[src/rtl/board_update.sv]
// Authoritative chess board state for both sides: 6-bit square and alive flag per piece.
// A confirmed move request (rising edge of en) relocates one piece of the latched side,
// clears any opposing piece found on the target square, and hands the turn over.
// Ports:
//   clk, RST (sync, active-high)
//   en, player, move_input[5:0] {y,x}, piece_number[3:0]   move request
//   location_vectors_w/b[95:0]   piece i square at [6i+5:6i]
//   alive_vectors_w/b[15:0]      bit i set while piece i is on the board
//   dbg_state[1:0]               IDLE=0, SCAN=1, UPDATE=2, DONE=3
//   output_player                side to move next
//   done                         one-cycle completion pulse
module board_update (
  input  logic        clk,
  input  logic        RST,
  input  logic        en,
  input  logic        player,
  input  logic [5:0]  move_input,
  input  logic [3:0]  piece_number,
  output logic [95:0] location_vectors_w,
  output logic [95:0] location_vectors_b,
  output logic [15:0] alive_vectors_w,
  output logic [15:0] alive_vectors_b,
  output logic [1:0]  dbg_state,
  output logic        output_player,
  output logic        done
);

  localparam int unsigned NUM_PIECES = 16;
  localparam int unsigned SQ_W       = 6;
  localparam int unsigned VEC_W      = NUM_PIECES * SQ_W;
  localparam int unsigned ID_W       = 4;

  typedef enum logic [1:0] {
    IDLE   = 2'd0,
    SCAN   = 2'd1,
    UPDATE = 2'd2,
    DONE   = 2'd3
  } state_e;

  // Bit offset of piece p inside a location vector (6*p).
  function automatic logic [6:0] sq_base(input logic [ID_W-1:0] p);
    return 7'({p, 2'b00}) + 7'({p, 1'b0});
  endfunction

  // Start-position location vector for one side.
  function automatic logic [VEC_W-1:0] start_loc(input logic black);
    logic [VEC_W-1:0] v;
    logic [2:0]       x;
    logic [2:0]       y;
    v = '0;
    for (int i = 0; i < 16; i++) begin
      if (i < 8) begin
        x = 3'(i);
        y = black ? 3'd6 : 3'd1;
      end else begin
        case (i)
          8:       x = 3'd0;
          9:       x = 3'd7;
          10:      x = 3'd1;
          11:      x = 3'd6;
          12:      x = 3'd2;
          13:      x = 3'd5;
          14:      x = 3'd3;
          default: x = 3'd4;
        endcase
        y = black ? 3'd7 : 3'd0;
      end
      v[i*6 +: 6] = {y, x};
    end
    return v;
  endfunction

  state_e                  state_q, state_d;
  logic                    en_q, en_d;
  logic                    rise_q, rise_d;
  logic                    lat_player_q, lat_player_d;
  logic [ID_W-1:0]         lat_piece_q, lat_piece_d;
  logic [SQ_W-1:0]         lat_target_q, lat_target_d;
  logic [ID_W-1:0]         k_q, k_d;
  logic [VEC_W-1:0]        loc_w_q, loc_w_d;
  logic [VEC_W-1:0]        loc_b_q, loc_b_d;
  logic [NUM_PIECES-1:0]   alive_w_q, alive_w_d;
  logic [NUM_PIECES-1:0]   alive_b_q, alive_b_d;
  logic                    player_q, player_d;
  logic                    done_q, done_d;

  logic                    accept_c;
  logic [6:0]              scan_base_c;
  logic [6:0]              mover_base_c;

  // State register and all datapath flops.
  always_ff @(posedge clk) begin
    if (RST) begin
      state_q      <= IDLE;
      en_q         <= 1'b0;
      rise_q       <= 1'b0;
      lat_player_q <= 1'b0;
      lat_piece_q  <= '0;
      lat_target_q <= '0;
      k_q          <= '0;
      loc_w_q      <= start_loc(1'b0);
      loc_b_q      <= start_loc(1'b1);
      alive_w_q    <= '1;
      alive_b_q    <= '1;
      player_q     <= 1'b0;
      done_q       <= 1'b0;
    end else begin
      state_q      <= state_d;
      en_q         <= en_d;
      rise_q       <= rise_d;
      lat_player_q <= lat_player_d;
      lat_piece_q  <= lat_piece_d;
      lat_target_q <= lat_target_d;
      k_q          <= k_d;
      loc_w_q      <= loc_w_d;
      loc_b_q      <= loc_b_d;
      alive_w_q    <= alive_w_d;
      alive_b_q    <= alive_b_d;
      player_q     <= player_d;
      done_q       <= done_d;
    end
  end

  // Next-state logic.
  always_comb begin
    state_d = state_q;
    case (state_q)
      IDLE:    if (rise_q) state_d = SCAN;
      SCAN:    if (k_q == 4'd15) state_d = UPDATE;
      UPDATE:  state_d = DONE;
      DONE:    state_d = IDLE;
      default: state_d = IDLE;
    endcase
  end

  // Datapath and registered-output next values.
  always_comb begin
    // Edges seen outside IDLE are dropped rather than queued.
    accept_c     = en & ~en_q & (state_q == IDLE);
    scan_base_c  = sq_base(k_q);
    mover_base_c = sq_base(lat_piece_q);

    en_d         = en;
    rise_d       = accept_c;
    lat_player_d = lat_player_q;
    lat_piece_d  = lat_piece_q;
    lat_target_d = lat_target_q;
    k_d          = k_q;
    loc_w_d      = loc_w_q;
    loc_b_d      = loc_b_q;
    alive_w_d    = alive_w_q;
    alive_b_d    = alive_b_q;
    player_d     = player_q;
    done_d       = (state_d == DONE);

    if (accept_c) begin
      lat_player_d = player;
      lat_piece_d  = piece_number;
      lat_target_d = move_input;
    end

    case (state_q)
      IDLE: k_d = '0;
      SCAN: begin
        k_d = k_q + 4'd1;
        // One opponent per cycle; a captured piece keeps its last square.
        if (!lat_player_q) begin
          if (alive_b_q[k_q] && (loc_b_q[scan_base_c +: SQ_W] == lat_target_q))
            alive_b_d[k_q] = 1'b0;
        end else begin
          if (alive_w_q[k_q] && (loc_w_q[scan_base_c +: SQ_W] == lat_target_q))
            alive_w_d[k_q] = 1'b0;
        end
      end
      UPDATE: begin
        // A dead mover changes nothing and does not pass the turn.
        if (!lat_player_q) begin
          if (alive_w_q[lat_piece_q]) begin
            loc_w_d[mover_base_c +: SQ_W] = lat_target_q;
            player_d = ~player_q;
          end
        end else begin
          if (alive_b_q[lat_piece_q]) begin
            loc_b_d[mover_base_c +: SQ_W] = lat_target_q;
            player_d = ~player_q;
          end
        end
      end
      default: ;
    endcase
  end

  assign location_vectors_w = loc_w_q;
  assign location_vectors_b = loc_b_q;
  assign alive_vectors_w    = alive_w_q;
  assign alive_vectors_b    = alive_b_q;
  assign dbg_state          = state_q;
  assign output_player      = player_q;
  assign done               = done_q;

endmodule

[config.mk]
export PLATFORM = sky130hd
export DESIGN_NAME = board_update
export DESIGN_NICKNAME = d
export VERILOG_FILES = /design/src/rtl/board_update.sv
export SDC_FILE = /design/constraint.sdc
export NUM_CORES = 1
export LEC_CHECK = 0
export BUFFER_PORTS_ARGS = -buffer_cell sky130_fd_sc_hd__buf_2
export CAP_MARGIN = 25
export CORE_ASPECT_RATIO = 2
export CORE_UTILIZATION = 45
export CTS_CLUSTER_DIAMETER = 100
export DETAILED_ROUTE_END_ITERATION = 12
export PLACE_DENSITY = 0.64
export SETUP_SLACK_MARGIN = 0.02
export SLEW_MARGIN = 0
export SYNTH_ARGS = -nofsm -noshare
export SYNTH_HDL_FRONTEND = slang
export SYNTH_SLANG_ARGS = --single-unit
[constraint.sdc]
create_clock -name clk -period 10.2 [get_ports clk]
set_clock_uncertainty 0.2 [all_clocks]
set_input_delay 0.51 -clock clk [delete_from_list [all_inputs] [get_ports clk]]
set_output_delay 0.51 -clock clk [all_outputs]
set_load 0.1 [all_outputs]
# ---- Word level (Yosys, flattened, before mapping)
# Cells that the tools add are included.
dict set report totals {
  output_inout_bits 228
  wordCells 70
  ff_bits 245
  inputBits 14
}
dict set report op_classes {
  n_reduce_logical 11
  n_addsub 4
  bitwise 8
  magnitude_cmp 3
  muxes 19
  n_eq_ne 8
  shifts 4
}
# op count
set ops {}
lappend ops {{bitwise mux 96 bit} 2}
lappend ops {{indexed part select 96 x 8 -> 6 bit} 2}
lappend ops {{variable shift 6 x 9 -> 96 bit (first input constant)} 1}
lappend ops {{indexed part select 6 x 9 -> 96 bit} 1}
lappend ops {{bitwise AND 16 bit} 2}
lappend ops {{binary-select mux 1 bit (select 4 bit)} 4}
lappend ops {{inverter 16 bit} 1}
lappend ops {{AND reduction 3 bit} 5}
lappend ops {{adder 6 x 5 -> 7 bit} 2}
lappend ops {{equality test 6 bit} 2}
lappend ops {{less-than comparator 4 x 5 -> 1 bit (second input constant)} 2}
lappend ops {{negation 7 -> 9 bit} 1}
lappend ops {{2-to-1 mux 1 bit} 8}
lappend ops {{case mux 2 bit (4 select lines)} 1}
lappend ops {{case mux 4 bit (2 select lines)} 1}
lappend ops {{equality test 2 bit (second input constant)} 3}
lappend ops {{adder 4 x 1 -> 4 bit (second input constant)} 1}
lappend ops {{demux 1 bit (select 4 bit)} 1}
lappend ops {{equality test 4 bit (second input constant)} 1}
lappend ops {{greater-or-equal comparator 4 x 1 -> 1 bit (second input constant)} 1}
lappend ops {{2-to-1 mux 2 bit} 2}
lappend ops {{nonzero test 2 bit} 2}
lappend ops {{logical AND 1 bit} 3}
lappend ops {{inverter 1 bit} 3}
lappend ops {{other kinds (4)} 5}

# ---- Longest topological paths before layout
dict set report depth {
  depth_word 6
  depth_mapped 18
  ltp_nobuf 11
}

# ---- Least setup slack after synthesis
# Ideal clock, no wire load.
dict set report synth_timing {
  path_type {register to register}
  start {register k_q[1]}
  end {register alive_w_q[11], in the netlist alive_vectors_w[11]}
  t_required_ns 9.878
  period_less_slack_ns 4.470
  setup_slack_ns 5.730
  n_path_buf 3
  setup_time_ns 0.122
  stages_incl_launch_ff 14
  arrival_ns 4.148
  cell_sequence {dfxtp_1 -> clkbuf_1 -> inv_1 -> fa_1 -> xnor2_1 -> buf_6 -> mux4_1 -> a211oi_2 -> a211oi_1 -> or4_1 -> a2111oi_2 -> nand3_2 -> buf_6 -> o32a_1}
}
dict set report synth_via {
  elab_chain_cells 6
  word_cells_on_any_way 14
  classes_between {add/sub: 1; order compare: 2; eq/ne: 1; shift: 1; mux: 4; bitwise: 2; reduce/logical: 3}
}
# element line_no
set synth_lines {}
lappend synth_lines {{start, declared} 79} ;# logic [ID_W-1:0] k_q, k_d;
lappend synth_lines {{start signal, assigned} 114} ;# k_q <= k_d;
lappend synth_lines {{branches (longest 6 deep; another with adder 6 x 5 -> 7 bit)} -}
lappend synth_lines {{end signal, assigned} 117} ;# alive_w_q <= alive_w_d;
lappend synth_lines {{end, declared} 82} ;# logic [NUM_PIECES-1:0] alive_w_q, alive_w_d;
# Parallel ways; which one is timed is not known. The select of a mux whose other input is x is not followed.
# A chain may end at the register's enable or synchronous reset.

# ---- Final worst setup path
dict set report layout_timing {
  start {register k_q[0]}
  end {register alive_w_q[9], in the netlist alive_vectors_w[9]}
}
# Same word-level chain as after synthesis.

==> summary.md <==
The run finished with clean final reports. The data required time at the worst endpoint was 10.44 ns. Dividing the detail-routed wire length by the instance count gives 31.2 microns. Summing every instance area after synthesis gives 16000 sq um. For the maximum VDD drop, the log shows 0.127 mV. The fraction of the mapped netlist area in adder cells was 0.0145. For the worst hold margin, the log shows 0.00138 ns. The run gives 3 as the number of buffers between clock root and the deepest sink. The combinational power share is 0.165.

The count of distinct cell types in the synthesized netlist was 76; the final hold violation count was 0. Setup slack on the critical path of the routed design comes to 3.82 ns. The run gives 0 as the antenna cell count. Timing analysis after detailed placement gives a worst setup slack of 3.94 ns.

The area share of the leading cell type in the synthesized netlist was 0.306; the switching component of the power was 692 uW. In the synthesized netlist the dominant register cell turns out to be sky130_fd_sc_hd__dfxtp_1. The count of max-cap constraint violations was 0; the placeable core area was 35100 sq um.

The logs give 110000 microns for the first-pass GRT wire length and 58100 microns for the final HPWL from detailed placement. The worst hold path belongs to the class input port to register. The setup path with the least slack is of type register to register. The total CTS buffers was 24. The die covers 36400 sq um. The via count of the first global-routing pass was 16000; the CTS clock-pin slew for the worst setup and hold paths was 0.07 ns. The parity-gate share of the synthesized area counting xor and xnor cells is 0.00710. The internal portion of the total power is 1.57 mW. The post-synthesis simple-gate area fraction is 0.211, and the later-pin clock latency in the skew report is 0.56 ns. The first routing iteration left 1694 violations. For the starting density of the core, the log shows 0.457. The power density relative to cell area is 123 nW/um^2, and the number of antenna violations at the first check in global routing is 2.

Yosys mapped a number of flops with a built-in enable equal to 0. From synthesis to final layout, the design area changed by 15.1%. In the routed layout, each cell is associated on average with a via count of 6.84.

The floorplan die width is 135 microns. The post-synthesis register bit count is 245, and the total of warnings raised by yosys is 0. After routing the design area is 18400 sq um. The share of final-layout standard cells stronger than drive strength 1 came out at 0.248. For the final standard cell count with taps included and fillers excluded, the log shows 2476.

For the final routed database, the setup TNS stands at 0 ns. The number of iterations in the first detailed-routing pass is 6, and the number of nets in the final layout is 2049. The multiplexer share of the synthesized area was 0.260; the worst slew margin relative to its limit was 0.233. The fraction of registers with async set/reset works out to 0. The share of the yosys chip area belonging to registers was 0.306; the largest net degree at the start of global routing was 68.

Number of max-slew violations in the final report: 0. The switching part of the total works out to 0.306. The largest driver fanout on the critical path came out at 61.

Largest area contributor in the synthesized netlist: sky130_fd_sc_hd__dfxtp_1. The detail route stage leaves a number of antenna-violating nets equal to 0. Share of power burned in registers: 0.432.

For the finished layout, the period the worst path requires is 6.38 ns. Setup violations remaining at the end of the flow were counted as 0. The clock tree root buffer cell is sky130_fd_sc_hd__clkbuf_16. The count of buffers added on input and output ports is 241. TritonCTS built the clock tree.

Yosys attributes the largest share of cell area to sky130_fd_sc_hd__dfxtp_1 31%, sky130_fd_sc_hd__mux4_2 19%, sky130_fd_sc_hd__nand2_1 6.2%. Across all layers, the routed design uses 16900 vias. The compound-cell area share of the yosys netlist was 0.155; the combined global-route utilization of all metal layers was 0.425. The global placer's final weighted congestion is 1.06, and the timing-limited maximum frequency is 157 MHz. The dominant combinational cell family by area after synthesis was multiplexers.

After synthesis, the mean cell area works out to 8.67 sq um. The number of nets in the synthesized netlist is 1881. The leakage power was 6.65 nW. Floorplan die height: 269 microns. The total wirelength of the detailed-routed design was 77300 microns.

Counting tap cells, the placed design contains a total of 2428 instances. During I/O placement, the number of pins put on the boundary was 242. The worst path arrival time was 6.62 ns; the total number of clock tree sinks was 245. For the relative contribution of the clock network to total power, the log shows 0.403. For this run, design rule violations remaining after detail routing come to 0.

The global-route congestion overflow total is 0, and the worst-margin pin slew is 1.15 ns. The H-tree depth was 1. Counting every instance in the synthesized netlist gives 1849. The worst setup path is launched from a register. Row generation in the floorplan step produced 97 rows. Setup repair after global routing left no endpoint under its margin. The endpoint kind of the worst setup timing path is a register.

The ratio of final minimum period to clock period came out at 0.626. Once placement finished, the instance area stood at 17600 sq um.
-- final timing paths --
path,slack [ns],cells after the start,end,from
max,3.82,11,alive_vectors_w[9],k_q[0]
min,0.001,3,lat_target_q[1],move_input[1]
max reg2reg,3.82,11,alive_vectors_w[9],k_q[0]
min reg2reg,0.32,2,alive_vectors_b[15],alive_vectors_b[15]
-- kinds of logic after synthesis --
kind of cell	count (synthesis)
compound gates	405
xor+xnor	13
fa+ha+maj	18
buf+inv	174
flops	245
mux	244
simple gates	750
-- Yosys cell counts, types with 11 or more instances --
| master | number |
|---|---|
| sky130_fd_sc_hd__nor2_1 | 200 |
| sky130_fd_sc_hd__mux4_2 | 135 |
| sky130_fd_sc_hd__a21oi_1 | 112 |
| sky130_fd_sc_hd__a22oi_1 | 15 |
| sky130_fd_sc_hd__nand4_1 | 13 |
| sky130_fd_sc_hd__clkbuf_1 | 98 |
| sky130_fd_sc_hd__nor3b_1 | 11 |
| sky130_fd_sc_hd__buf_4 | 11 |
| sky130_fd_sc_hd__nor2b_1 | 13 |
| sky130_fd_sc_hd__ha_1 | 17 |
| sky130_fd_sc_hd__mux2_2 | 12 |
| sky130_fd_sc_hd__o32a_1 | 16 |
| sky130_fd_sc_hd__buf_2 | 30 |
| sky130_fd_sc_hd__nand2_1 | 264 |
| sky130_fd_sc_hd__buf_1 | 13 |
| sky130_fd_sc_hd__inv_1 | 19 |
| sky130_fd_sc_hd__nor3_1 | 41 |
| sky130_fd_sc_hd__a31oi_1 | 21 |
| sky130_fd_sc_hd__nand3_1 | 128 |
| sky130_fd_sc_hd__dfxtp_1 | 245 |
| sky130_fd_sc_hd__or3_1 | 12 |
| sky130_fd_sc_hd__o21ai_0 | 145 |
| sky130_fd_sc_hd__o22ai_1 | 13 |
| sky130_fd_sc_hd__mux2i_1 | 96 |
-- sequential cells by signal (all words and copies together), names as in the netlist --
name,flops
done,1
lat_player_q,1
lat_target_q,6
rise_q,1
location_vectors_w,96
en_q,1
output_player,1
alive_vectors_b,16
dbg_state,2
alive_vectors_w,16
location_vectors_b,96
k_q,4
lat_piece_q,4
-- final cells by class --
type / instances / area, sq um
repair buffers: 296 / 1670
fillers: 3287 / 16600
flip-flops and latches: 245 / 4910
clock inverters: 6 / 63.8
inverters: 20 / 75.1
multi-input cells: 1430 / 10500
well taps: 445 / 557
clock buffers: 34 / 699
-- routing by layer --
metal / global-route usage / up-vias / share of wire
li1: - / 7213 / -
met1: 0.437 / 8245 / 0.31
met2: 0.698 / 1105 / 0.48
met3: 0.0782 / 371 / 0.086
met4: 0.444 / 2 / 0.12
met5: 0 / - / 0.00017
-- power groups by stage --
stage                     clock (mW)  sequential, mW  combinational (mW)
final                          0.911           0.977               0.374
after global placement             0           0.998               0.348
after global routing           0.950           0.977               0.391
after floorplan                    0           0.987               0.244
after detailed placement           0           0.998               0.357
after CTS                      0.911           0.976               0.360
-- worst max-delay path, cell delays in order (launching register included) --
cell and delay (ns):
sky130_fd_sc_hd__dfxtp_4 0.81, sky130_fd_sc_hd__ha_1 0.34, sky130_fd_sc_hd__inv_1 0.09, sky130_fd_sc_hd__fa_4 1.09
sky130_fd_sc_hd__buf_4 0.73, sky130_fd_sc_hd__mux4_2 0.60, sky130_fd_sc_hd__mux4_2 0.52, sky130_fd_sc_hd__a32oi_1 0.21
sky130_fd_sc_hd__mux2_2 0.37, sky130_fd_sc_hd__a2111oi_2 0.41, sky130_fd_sc_hd__nand3_2 0.40, sky130_fd_sc_hd__o32a_1 0.45
-- metrics by stage --
stage | util | power (mW)
4_1_cts | 0.526 | 2.25
5_1_grt | 0.526 | 2.32
2_1_floorplan | - | 1.23
3_5_place_dp | 0.502 | 1.35
6_report | 0.526 | 2.26
3_3_place_gp | 0.499 | 1.35
-- placed cells by master, fill, tap and decap left out, drive strengths merged, types with 7 or more instances in the layout --
master	Yosys	routed
a21oi	112	112
a22oi	15	15
a31oi	21	21
and2	10	10
and3	8	8
buf	56	289
clkbuf	98	34
dfxtp	245	245
dlygate4sd3	0	7
ha	17	17
inv	20	20
mux2	12	12
mux2i	96	96
mux4	136	136
nand2	264	264
nand2b	9	9
nand3	129	129
nand3b	7	7
nand4	13	13
nor2	200	200
nor2b	13	13
nor3	41	41
nor3b	11	11
nor4	8	8
o211ai	10	10
o21a	7	7
o21ai	148	148
o22ai	13	13
o32a	16	16
or2	7	7
or3	12	12
or4	8	8
xor2	7	7
-- timing repair --
action	CTS	global route
gates resized for setup	0	0
setup buffers	0	0
hold buffers	7	0
hold endpoints to repair	7	0
No activity file was read; power rests on OpenSTA's default activity.
